**src/rtl/adc_align_pkg.sv**
```systemverilog
// Shared constants and helpers for the multichannel ADC aligner.
// Lane packing: channel i lives at bits [i*DATA_W +: DATA_W].
package adc_align_pkg;

  localparam int ADC_DATA_W = 16;
  localparam int ADC_NUM_CH = 2;

  function automatic int clog2_c(input int n);
    int r;
    r = 0;
    for (int v = n - 1; v > 0; v = v >> 1) r++;
    return r;
  endfunction

  function automatic int lane_lo(input int ch, input int w);
    return ch * w;
  endfunction

endpackage

```
**src/rtl/adc_multichannel_aligner_sync_fifo_ch.sv**
```systemverilog
// Per-channel sample FIFO with first-word-fall-through read data.
// The caller guarantees wr_en only when not full or rd_en also set.
module sync_fifo_ch
  import adc_align_pkg::*;
#(
  parameter int DATA_W = ADC_DATA_W,
  parameter int DEPTH  = 16,
  parameter int LW     = clog2_c(DEPTH) + 1
) (
  input  logic              clk,
  input  logic              rst,
  input  logic              flush,
  input  logic              wr_en,
  input  logic [DATA_W-1:0] wr_data,
  input  logic              rd_en,
  output logic [DATA_W-1:0] rd_data,
  output logic [LW-1:0]     level,
  output logic              full,
  output logic              empty
);

  localparam int AW = clog2_c(DEPTH);

  logic [DATA_W-1:0] mem [DEPTH];
  logic [AW-1:0]     wr_ptr;
  logic [AW-1:0]     rd_ptr;

  always_ff @(posedge clk) begin
    if (wr_en) mem[wr_ptr] <= wr_data;
  end

  always_ff @(posedge clk) begin
    if (rst || flush) begin
      wr_ptr <= '0;
      rd_ptr <= '0;
      level  <= '0;
    end else begin
      if (wr_en) wr_ptr <= wr_ptr + AW'(1);
      if (rd_en) rd_ptr <= rd_ptr + AW'(1);
      level <= level + LW'(wr_en) - LW'(rd_en);
    end
  end

  assign rd_data = mem[rd_ptr];
  assign full    = (level == LW'(DEPTH));
  assign empty   = (level == '0);

endmodule

```
**src/rtl/adc_multichannel_aligner.sv**
```systemverilog
// Aligns NUM_CH ADC streams into one word per pop with backpressure,
// sticky overflow/skew status and optional automatic resync flush.
module adc_multichannel_aligner
  import adc_align_pkg::*;
#(
  parameter int NUM_CH     = ADC_NUM_CH,
  parameter int DATA_W     = ADC_DATA_W,
  parameter int DEPTH      = 16,
  parameter int SKEW_LIMIT = 8,
  parameter int CNT_W      = 32
) (
  input  logic                     alg_clk,
  input  logic                     alg_rst,
  input  logic [NUM_CH*DATA_W-1:0] in_data,
  input  logic [NUM_CH-1:0]        in_valid,
  output logic [NUM_CH*DATA_W-1:0] out_data,
  output logic                     out_valid,
  input  logic                     out_ready,
  input  logic                     flush,
  input  logic                     resync_en,
  input  logic                     clear_status,
  output logic [NUM_CH-1:0]        overflow,
  output logic                     skew_err,
  output logic [CNT_W-1:0]         word_count
);

  localparam int LW = clog2_c(DEPTH) + 1;

  logic [NUM_CH-1:0]        full;
  logic [NUM_CH-1:0]        empty;
  logic [LW-1:0]            level [NUM_CH];
  logic [NUM_CH*DATA_W-1:0] rd_word;
  logic [NUM_CH-1:0]        wr_acc;
  logic [NUM_CH-1:0]        drop;
  logic                     pop;
  logic                     do_flush;
  logic                     auto_flush_q;
  logic                     skew_now;

  for (genvar g = 0; g < NUM_CH; g++) begin : g_ch
    sync_fifo_ch #(
      .DATA_W(DATA_W),
      .DEPTH (DEPTH),
      .LW    (LW)
    ) u_fifo (
      .clk    (alg_clk),
      .rst    (alg_rst),
      .flush  (do_flush),
      .wr_en  (wr_acc[g]),
      .wr_data(in_data[lane_lo(g, DATA_W) +: DATA_W]),
      .rd_en  (pop),
      .rd_data(rd_word[lane_lo(g, DATA_W) +: DATA_W]),
      .level  (level[g]),
      .full   (full[g]),
      .empty  (empty[g])
    );
  end

  // Skew is judged on the levels the FIFOs will hold after this edge.
  always_comb begin
    logic [LW-1:0] nxt;
    logic [LW-1:0] lv_max;
    logic [LW-1:0] lv_min;
    nxt      = '0;
    lv_max   = '0;
    lv_min   = LW'(DEPTH);
    pop      = (&(~empty)) && (!out_valid || out_ready);
    do_flush = flush || auto_flush_q;
    wr_acc   = in_valid & (~full | {NUM_CH{pop}});
    drop     = in_valid & full & ~{NUM_CH{pop}};
    for (int i = 0; i < NUM_CH; i++) begin
      nxt = do_flush ? '0 :
            level[i] + LW'(wr_acc[i]) - LW'(pop);
      if (nxt > lv_max) lv_max = nxt;
      if (nxt < lv_min) lv_min = nxt;
    end
    skew_now = ((lv_max - lv_min) > LW'(SKEW_LIMIT));
  end

  always_ff @(posedge alg_clk) begin
    if (alg_rst) begin
      out_valid    <= 1'b0;
      out_data     <= '0;
      overflow     <= '0;
      skew_err     <= 1'b0;
      word_count   <= '0;
      auto_flush_q <= 1'b0;
    end else begin
      auto_flush_q <= resync_en && !do_flush &&
                      ((|drop) || skew_now);
      overflow <= (clear_status ? '0 : overflow) | drop;
      skew_err <= (clear_status ? 1'b0 : skew_err) | skew_now;
      if (out_valid && out_ready && !do_flush)
        word_count <= word_count + CNT_W'(1);
      if (do_flush) begin
        out_valid <= 1'b0;
      end else if (pop) begin
        out_data  <= rd_word;
        out_valid <= 1'b1;
      end else if (out_ready) begin
        out_valid <= 1'b0;
      end
    end
  end

endmodule

```
**config.mk**
```make
export PLATFORM = sky130hd
export DESIGN_NAME = adc_multichannel_aligner
export DESIGN_NICKNAME = d
export VERILOG_FILES = /design/src/rtl/adc_align_pkg.sv /design/src/rtl/adc_multichannel_aligner_sync_fifo_ch.sv /design/src/rtl/adc_multichannel_aligner.sv
export SDC_FILE = /design/constraint.sdc
export NUM_CORES = 1
export LEC_CHECK = 0
export ABC_AREA = 0
export CELL_PAD_IN_SITES_DETAIL_PLACEMENT = 0
export CELL_PAD_IN_SITES_GLOBAL_PLACEMENT = 2
export CORE_ASPECT_RATIO = 0.8
export CORE_MARGIN = 2
export CORE_UTILIZATION = 45
export DETAILED_ROUTE_END_ITERATION = 8
export PLACE_DENSITY = 0.74
export RECOVER_POWER = 100
export SLEW_MARGIN = 20
export SYNTH_ARGS = -nofsm -noshare
export SYNTH_HDL_FRONTEND = slang
export SYNTH_SLANG_ARGS = --single-unit
```
**constraint.sdc**
```tcl
create_clock -name alg_clk -period 12.94 [get_ports alg_clk]
set_input_delay 2.588 -clock alg_clk [delete_from_list [all_inputs] [get_ports alg_clk]]
set_output_delay 2.588 -clock alg_clk [all_outputs]
set_load 0.05 [all_outputs]
```
After elaboration in Yosys (flattened, before gate mapping)
Memory sizes are Yosys's and may differ from the RTL's. A register that Yosys moved wholly into a read port is not among the register bits.
Index checks and enable logic that the tools add are counted.
{"block": "word_totals", "reg_bits": 63, "ram_bits": 512, "out_inout_bits": 68, "memories": 2}
{"memory": "g_ch[0].u_fifo.mem", "depth": 16, "width": 16, "rd": 1, "rd_clocked_by_memory_dff": 1, "wr": 1, "line_no": "adc_multichannel_aligner_sync_fifo_ch.sv:24", "source": "logic [DATA_W-1:0] mem [DEPTH];"}
{"memory": "g_ch[1].u_fifo.mem", "depth": 16, "width": 16, "rd": 1, "rd_clocked_by_memory_dff": 1, "wr": 1, "line_no": "adc_multichannel_aligner_sync_fifo_ch.sv:24"}
{"block": "classes", "add_sub_neg": 10, "magnitude_cmp": 5, "n_eq_ne": 2, "mux": 14, "bitwise": 10, "reduce_logical": 18}
{"op": "32-bit by 1-bit adder with 32-bit output, second input constant", "n": 1}
{"op": "5-bit two-way mux", "n": 6}
{"op": "4-bit by 1-bit adder with 4-bit output, second input constant", "n": 4}
{"op": "5-bit by 1-bit adder with 5-bit output", "n": 2}
{"op": "5-bit equality test, second input constant", "n": 2}
{"op": "5-bit logical NOT", "n": 2}
{"op": "5-bit by 1-bit subtractor with 5-bit output", "n": 2}
{"op": "1-bit two-way mux", "n": 7}
{"op": "2-bit bitwise AND", "n": 3}
{"op": "2-bit NOT", "n": 3}
{"op": "5-bit by 1-bit greater-than comparator with 1-bit output, second input constant", "n": 1}
{"op": "5-bit by 4-bit greater-than comparator with 1-bit output, second input constant", "n": 1}
{"op": "5-bit greater-than comparator", "n": 1}
{"op": "1-bit logical AND", "n": 5}
{"op": "5-bit less-than comparator", "n": 1}
{"op": "5-bit less-than comparator, second input constant", "n": 1}
{"op": "5-bit subtractor", "n": 1}
{"op": "1-bit logical OR", "n": 4}
{"op": "2-bit OR", "n": 2}
{"op": "2-bit AND reduction", "n": 2}
{"op": "2-bit OR reduction", "n": 2}
{"op": "1-bit logical NOT", "n": 2}
{"op": "2-bit two-way mux", "n": 1}
{"op": "2-bit nonzero test", "n": 1}
{"op": "2 further kinds", "n": 2}

Longest topological paths before layout
{"block": "logic_depth", "word_depth": 17, "ltp_mapped": 28, "mapped_depth_nobuf": 27}

By module
Synthesis repeated with hierarchy kept, for this count alone.
{"block": "unflattened", "cells_unflattened": 1433, "area_unflattened_um2": 24621.1}
{"module": "sync_fifo_ch (g_ch[0].u_fifo)", "instances": 1, "cells_each": 495, "area_per_inst_um2": 10528.8, "seq_area_each_um2": 8027.7}
{"module": "sync_fifo_ch (g_ch[1].u_fifo)", "instances": 1, "cells_each": 495, "area_per_inst_um2": 10521.3, "seq_area_each_um2": 8027.7}
{"module": "adc_multichannel_aligner", "instances": 1, "cells_each": 443, "area_per_inst_um2": 3570.9, "seq_area_each_um2": 1381.3}

Least setup slack after synthesis
No wires, ideal clock.
{"block": "synth_path", "path_type": "input port to flip-flop", "from": "in out_ready", "to": "reg auto_flush_q", "setup_time_ns": 0.091, "t_arrival_ns": 6.993, "slack_ns": 5.856, "cell_stages": 23, "n_path_buf": 1, "path_cell_list": "nand2b_1 -> nand3_2 -> inv_2 -> buf_2 -> ha_1 -> inv_1 -> ha_1 -> fa_1 -> a21oi_1 -> o21bai_4 -> xnor2_1 -> nand3_1 -> ha_1 -> a21oi_1 -> o21ai_0 -> o21bai_1 -> mux2_2 -> ha_1 -> nor2b_1 -> o21ai_0 -> nand2b_1 -> a31o_1 -> a311oi_1"}
{"block": "synth_between", "elab_chain_len": 15, "word_cells_on_any_way": 25, "cone_classes": "add/sub (5); order compare (5); mux (6); bitwise (4); reduce/logical (5)"}
{"element": "start: declaration", "line_no": "adc_multichannel_aligner.sv:18", "source": "input logic out_ready,"}
{"element": "1-bit logical OR (*)", "line_no": "adc_multichannel_aligner.sv:67", "source": "pop = (&(~empty)) && (!out_valid || out_ready);"}
{"element": "1-bit logical AND (*)", "line_no": "adc_multichannel_aligner.sv:67"}
{"element": "named net g_ch[0].u_fifo.rd_en", "line_no": "adc_multichannel_aligner_sync_fifo_ch.sv:15", "source": "input logic rd_en,"}
{"element": "2-bit OR", "line_no": "adc_multichannel_aligner.sv:69", "source": "wr_acc = in_valid & (~full | {NUM_CH{pop}});"}
{"element": "2-bit bitwise AND", "line_no": "adc_multichannel_aligner.sv:69"}
{"element": "5-bit by 1-bit adder with 5-bit output", "line_no": "adc_multichannel_aligner.sv:73", "source": "level[i] + LW'(wr_acc[i]) - LW'(pop);"}
{"element": "5-bit by 1-bit subtractor with 5-bit output", "line_no": "adc_multichannel_aligner.sv:73"}
{"element": "5-bit two-way mux", "line_no": "adc_multichannel_aligner.sv:72", "source": "nxt = do_flush ? '0 :"}
{"element": "5-bit by 1-bit greater-than comparator with 1-bit output / 5-bit less-than comparator (equally long branches)", "line_no": "adc_multichannel_aligner.sv:74, adc_multichannel_aligner.sv:75"}
{"element": "5-bit two-way mux (on tied branches)", "line_no": "adc_multichannel_aligner.sv:74, adc_multichannel_aligner.sv:75"}
{"element": "5-bit greater-than comparator / 5-bit less-than comparator (equally long branches)", "line_no": "adc_multichannel_aligner.sv:74, adc_multichannel_aligner.sv:75"}
{"element": "5-bit two-way mux (on tied branches)", "line_no": "adc_multichannel_aligner.sv:74, adc_multichannel_aligner.sv:75"}
{"element": "5-bit subtractor", "line_no": "adc_multichannel_aligner.sv:77", "source": "skew_now = ((lv_max - lv_min) > LW'(SKEW_LIMIT));"}
{"element": "5-bit by 4-bit greater-than comparator with 1-bit output", "line_no": "adc_multichannel_aligner.sv:77"}
{"element": "1-bit logical OR (*)", "line_no": "adc_multichannel_aligner.sv:90", "source": "((|drop) || skew_now);"}
{"element": "1-bit logical AND (*)", "line_no": "adc_multichannel_aligner.sv:89", "source": "auto_flush_q <= resync_en && !do_flush &&"}
{"element": "end signal: assignment", "line_no": "adc_multichannel_aligner.sv:89"}
{"element": "end: declaration", "line_no": "adc_multichannel_aligner.sv:37", "source": "logic auto_flush_q;"}
The timed path passes the listed nets; every way through them passes the cells marked *.
A chain may end at the register's enable or synchronous reset.

Final worst setup path
{"block": "layout_path", "from": "in out_ready", "to": "reg skew_err"}
{"block": "layout_between", "elab_chain_len": 14, "word_cells_on_any_way": 21, "cone_classes": "add/sub (5); order compare (5); mux (6); bitwise (3); reduce/logical (2)"}
{"element": "1-bit logical OR (*)", "line_no": "adc_multichannel_aligner.sv:67"}
{"element": "1-bit logical AND (*)", "line_no": "adc_multichannel_aligner.sv:67"}
{"element": "2-bit OR (*)", "line_no": "adc_multichannel_aligner.sv:69"}
{"element": "2-bit bitwise AND (*)", "line_no": "adc_multichannel_aligner.sv:69"}
{"element": "named net g_ch[0].u_fifo.wr_en", "line_no": "adc_multichannel_aligner_sync_fifo_ch.sv:13", "source": "input logic wr_en,"}
{"element": "5-bit by 1-bit adder with 5-bit output (*)", "line_no": "adc_multichannel_aligner.sv:73"}
{"element": "5-bit by 1-bit subtractor with 5-bit output (*)", "line_no": "adc_multichannel_aligner.sv:73"}
{"element": "5-bit two-way mux (*)", "line_no": "adc_multichannel_aligner.sv:72"}
{"element": "5-bit by 1-bit greater-than comparator with 1-bit output / 5-bit less-than comparator (equally long branches)", "line_no": "adc_multichannel_aligner.sv:74, adc_multichannel_aligner.sv:75"}
{"element": "5-bit two-way mux (on tied branches)", "line_no": "adc_multichannel_aligner.sv:74, adc_multichannel_aligner.sv:75"}
{"element": "5-bit greater-than comparator / 5-bit less-than comparator (equally long branches)", "line_no": "adc_multichannel_aligner.sv:74, adc_multichannel_aligner.sv:75"}
{"element": "5-bit two-way mux (on tied branches)", "line_no": "adc_multichannel_aligner.sv:74, adc_multichannel_aligner.sv:75"}
{"element": "5-bit subtractor (*)", "line_no": "adc_multichannel_aligner.sv:77"}
{"element": "5-bit by 4-bit greater-than comparator with 1-bit output (*)", "line_no": "adc_multichannel_aligner.sv:77"}
{"element": "1-bit OR (*)", "line_no": "adc_multichannel_aligner.sv:92", "source": "skew_err <= (clear_status ? 1'b0 : skew_err) | skew_now;"}
{"element": "end signal: assignment", "line_no": "adc_multichannel_aligner.sv:92"}
{"element": "end: declaration", "line_no": "adc_multichannel_aligner.sv:23", "source": "output logic skew_err,"}
Marks and branches as above.

==> results by stage <==
CTS:
- Once the clock tree was built, the resizer swapped 0 gates to a different size.
- No sink is reached through more buffers than the 3 on the longest clock path.
- The clock tree from TritonCTS is yes.
- The post-CTS repair timing setup buffer count is 0.
- The clock latency reported for the late side of the worst-skew pair is roughly 0.64 ns.
- After clock tree synthesis, the clock-pin slew on the worst setup and hold paths is 0.07 ns.
- The root buffer cell chosen for the clock tree is clkbuf_16.
- The total clock buffers created by CTS is 58.
- The H-tree generated during clock tree synthesis spans 2 levels.
- For this design, the CTS-stage hold fixing added 0 buffers.
- The clock net in this run drives a total of between 600 and 700 sinks.

Worst setup path:
- The cell that appears most often on the critical path is a21oi_1.
- For this design, the slowest cell found on the critical path is a21boi_0.
- The cell family contributing the most delay on the critical path is compound AO/OA/AOI/OAI gates.
- The critical path is of the primary input to register type.
- The total buffers and inverters traversed by the critical path is 2.
- The category of the worst setup path launch point is a primary input.
- In this run the worst path has a maximum fanout of 9.
- The required time of the worst setup path is approximately 13 ns.
- The element type at the critical path end is a register.
- For this run, the slowest stage of the critical path takes 0.96 ns.
- At the worst endpoint, the arrival time is 8.29 ns.
- Traced cell by cell, the critical path runs through dlygate4sd3_1 > nand2b_1 > nand3_1 > a21boi_0 > ha_1 > fa_1 > a21oi_1 > o21bai_1 > xnor2_1 > nand3_1 > ha_1 > a21oi_1 > o21ai_0 > o21bai_1 > mux2i_1 > inv_1 > ha_1 > a21o_1 > a21oi_1 > xnor2_1 > a21oi_1 > a31oi_1.

Floorplan:
- Row generation in the floorplan step produced between 70 and 80 rows.
- The standard cell core area is 52640 sq um.
- The initial core utilization is 45.77%.
- The height of the die is between 200 and 250 microns.
- The overall die width is 262.7 microns.
- The number of primary I/O pins is 108.
- The die covers 55420 sq um.

Global routing:
- The global routing usage summed across all routing layers is 19.52%.
- The global route total overflow is 0.
- Entering global routing, the biggest net connects slightly below 80 pins.
- The initial antenna violation count came to 5.
- The via count of the first global-routing pass came to 12604.
- The global-route wire length before repair is roughly 80000 microns.

Logic synthesis:
- The number of flops mapped to enable cells by yosys is 512.
- The average cell area after synthesis is 18.49 sq um.
- edfxtp_1 takes more of the synthesized area than any other cell.
- Yosys attributes the largest share of cell area to edfxtp_1 (64%), mux4_2 (15%), dfxtp_1 (7.9%).
- The net count of the mapped netlist is approximately 1400.
- Among all flip-flop cells after synthesis, the most frequent one is edfxtp_1.
- In this run the biggest area consumer among cell types represents a little under two thirds of the synthesized area.
- After technology mapping, the gate count stands at 1303.
- Synthesis instantiated 52 different standard cells from the library.
- In this run, synthesis produced a sequential element count of between 600 and 700.
- The count of synthesis-stage warnings from yosys is 0.
- The proportion of synthesized chip area in sequential cells is 71.71%.
- For this run, asynchronously set or reset flops after synthesis account for 0%.
- In this run the cell area of the synthesized design comes to 24090 sq um.

Run status:
- The run finished, with violations left.
- The final reports fail on capacitance limit, slew limit.

Placed design:
- The number of port buffers is 107.
- The global placement routability congestion is 0.7504.
- Once detailed placement completed, the half-perimeter wirelength came to ~30000 microns.
- The minimum setup slack after placement is roughly 4.9 ns.

Power and ir drop:
- The part of the total power dissipated in sequential elements is 42.0%.
- The static leakage power is 8.884 nW.
- The combinational group share of total power is 26.3%.
- The internal portion of total power is between 3 and 4 mW.
- The peak ir drop on the vdd network is 0.0001776 V.
- The analysis attributes to net switching a power of 1.580 mW.
- Of the total power, the share spent switching nets is 29.74%.
- The total power consumption of the routed design is 5.312 mW.
- The clock network is responsible for 31.8% of the overall power.
- The power density over the cells is 190.8 nW/um^2.

Timing:
- Setup violations remaining at the end of the flow were counted as 0.
- The final number of hold-violating endpoints was 0.
- The relative slew slack is -198.0%.
- The count of final max-slew check failures is 163.
- The worst path needs 8.020 ns of the cycle, external delays included.
- At the pin with the least slew margin, the transition time is roughly 4.5 ns.
- Across all hold checks on the routed design, the worst slack comes to 0.4513 ns.
- The worst path setup slack after routing is 4.920 ns.
- Setup repair after global routing left no endpoint under its margin.
- The final total negative setup slack is 0 ns.
- Across the routed clock network, the largest skew measured is 0.05859 ns.
- For this run, the top clock speed supported by timing is 0.1247 GHz.
- The final critical path takes up 61.98% of the cycle.

Routing:
- The routed wire length is 52490 microns.
- In the routed design, unresolved DRC markers number 0.
- The total via count in the routed design is 12237.
- The count of nets left with antenna violations once routing finished came out at 0.
- In the routed layout, each cell is associated on average with a via count of ~5.6.
- The count of TritonRoute iterations in the first routing pass is 7.
- After the first detailed-routing iteration, the DRC count stood at 999.
- The post-detailed-route wirelength per cell is 23.91 microns.

Layout:
- The area growth from synthesis to layout is 15.57%.
- The post-layout net count is 1530.
- The fraction of final layout cells sized beyond drive strength 1 is about a fifth.
- Cells fill 52.89% of the core in the end.

Run:
- The number of maximum-capacitance constraint violations is 7.

Hold path:
- The tightest min-delay check is of the register to register type.
## kinds of logic (layout without fill, tap and decap cells)
kind of cell	after synthesis	count (layout)	share of synthesized area, %
AND/OR/NAND/NOR	276	276	5.354
other	0	1	0
multiplexers	168	168	15.36
AO/OA/AOI/OAI	81	81	1.947
buffers and inverters	82	280	1.709
flip-flops	607	607	71.71
adder cells (fa/ha/maj)	38	38	2.067
XOR/XNOR	51	51	1.854
## power groups by stage
stage | combinational, mW | clock, mW | sequential [mW]
floorplan | 1.05 | 0 | 2.32
global placement | 1.42 | 0 | 2.27
detailed placement | 1.42 | 0 | 2.27
CTS | 1.43 | 1.73 | 2.23
global route | 1.57 | 1.80 | 2.24
finish | 1.39 | 1.69 | 2.23
## worst reg2reg max path, stage by stage, from the launching register on
cell,delay [ns]
dfxtp_1,0.34
inv_1,0.10
ha_1,0.16
or4b_1,0.48
nand3_1,0.31
a21boi_0,0.45
ha_1,0.40
fa_1,0.41
a21oi_1,0.15
o21bai_1,0.14
xnor2_1,0.41
nand3_1,0.18
ha_1,0.38
a21oi_1,0.06
o21ai_0,0.25
o21bai_1,0.32
mux2i_1,0.37
inv_1,0.08
ha_1,0.28
a21o_1,0.16
a21oi_1,0.17
xnor2_1,0.10
a21oi_1,0.16
a31oi_1,0.09
## area by class of cell
cell class              instances  area (sq um)
clock inverters                33         332.8
flip-flops and latches        607         17290
diodes                          1         2.502
well taps                     693         867.1
inverters                      22         82.58
fillers                      4188         24800
repair buffers                149          1256
clock buffers                  76          1569
multi-input cells             614          6449
## final timing paths
| check | start | to | slack [ns] | cells past startpoint |
|---|---|---|---|---|
| worst min register to register | out_data[9] | out_data[9] | 0.45 | 2 |
| worst max-delay path | out_ready | skew_err | 4.92 | 22 |
| worst max register to register | g_ch[0].u_fifo.level[3] | skew_err | 6.69 | 23 |
| worst min-delay path | out_data[9] | out_data[9] | 0.45 | 2 |
## state kept, by name (all words and copies together), names as in the netlist
signal and cells:
skew_err 1, word_count 32, out_valid 1, g_ch.u_fifo.level 10
g_ch.u_fifo.rd_ptr 8, g_ch.u_fifo.wr_ptr 8, auto_flush_q 1, g_ch.u_fifo.mem 512
overflow 2, out_data 32
## routing by layer
layer / wire length [microns] / track usage [%]
met5: 13 / 0
met4: 742 / 4.419
met3: 3216 / 3.556
met2: 24260 / 30.30
met1: 24250 / 29.01
## through the flow
stage	instance area, sq um	instances
after floorplan	24090	1303
after CTS	28040	2194
final	27850	2195
after detailed placement	26140	2085
after global routing	27840	2194
after global placement	26140	2085
## cells in the final DEF (no fill, tap or decap), types with 35 or more instances in the layout
cell	count
a21oi_1	54
clkbuf_1	47
clkbuf_16	58
dfxtp_1	91
dlygate4sd3_1	102
edfxtp_1	512
ha_1	35
mux4_2	156
nand2_1	103
nor2_1	71
## Yosys cell counts (all sizes together) (3+ instances only)
library cell	count
or3	6
a21oi	54
clkbuf	25
nand2b	9
xor2	33
nand4	15
edfxtp	512
xnor2	18
and4	6
nand3	21
nor4	3
o21ai	10
mux2i	6
a21o	4
dfxtp	95
o21bai	3
nand2	104
a31oi	3
ha	35
nor3	11
fa	3
buf	35
nor2	88
inv	22
mux4	160
(Power assumes the default switching activity.)
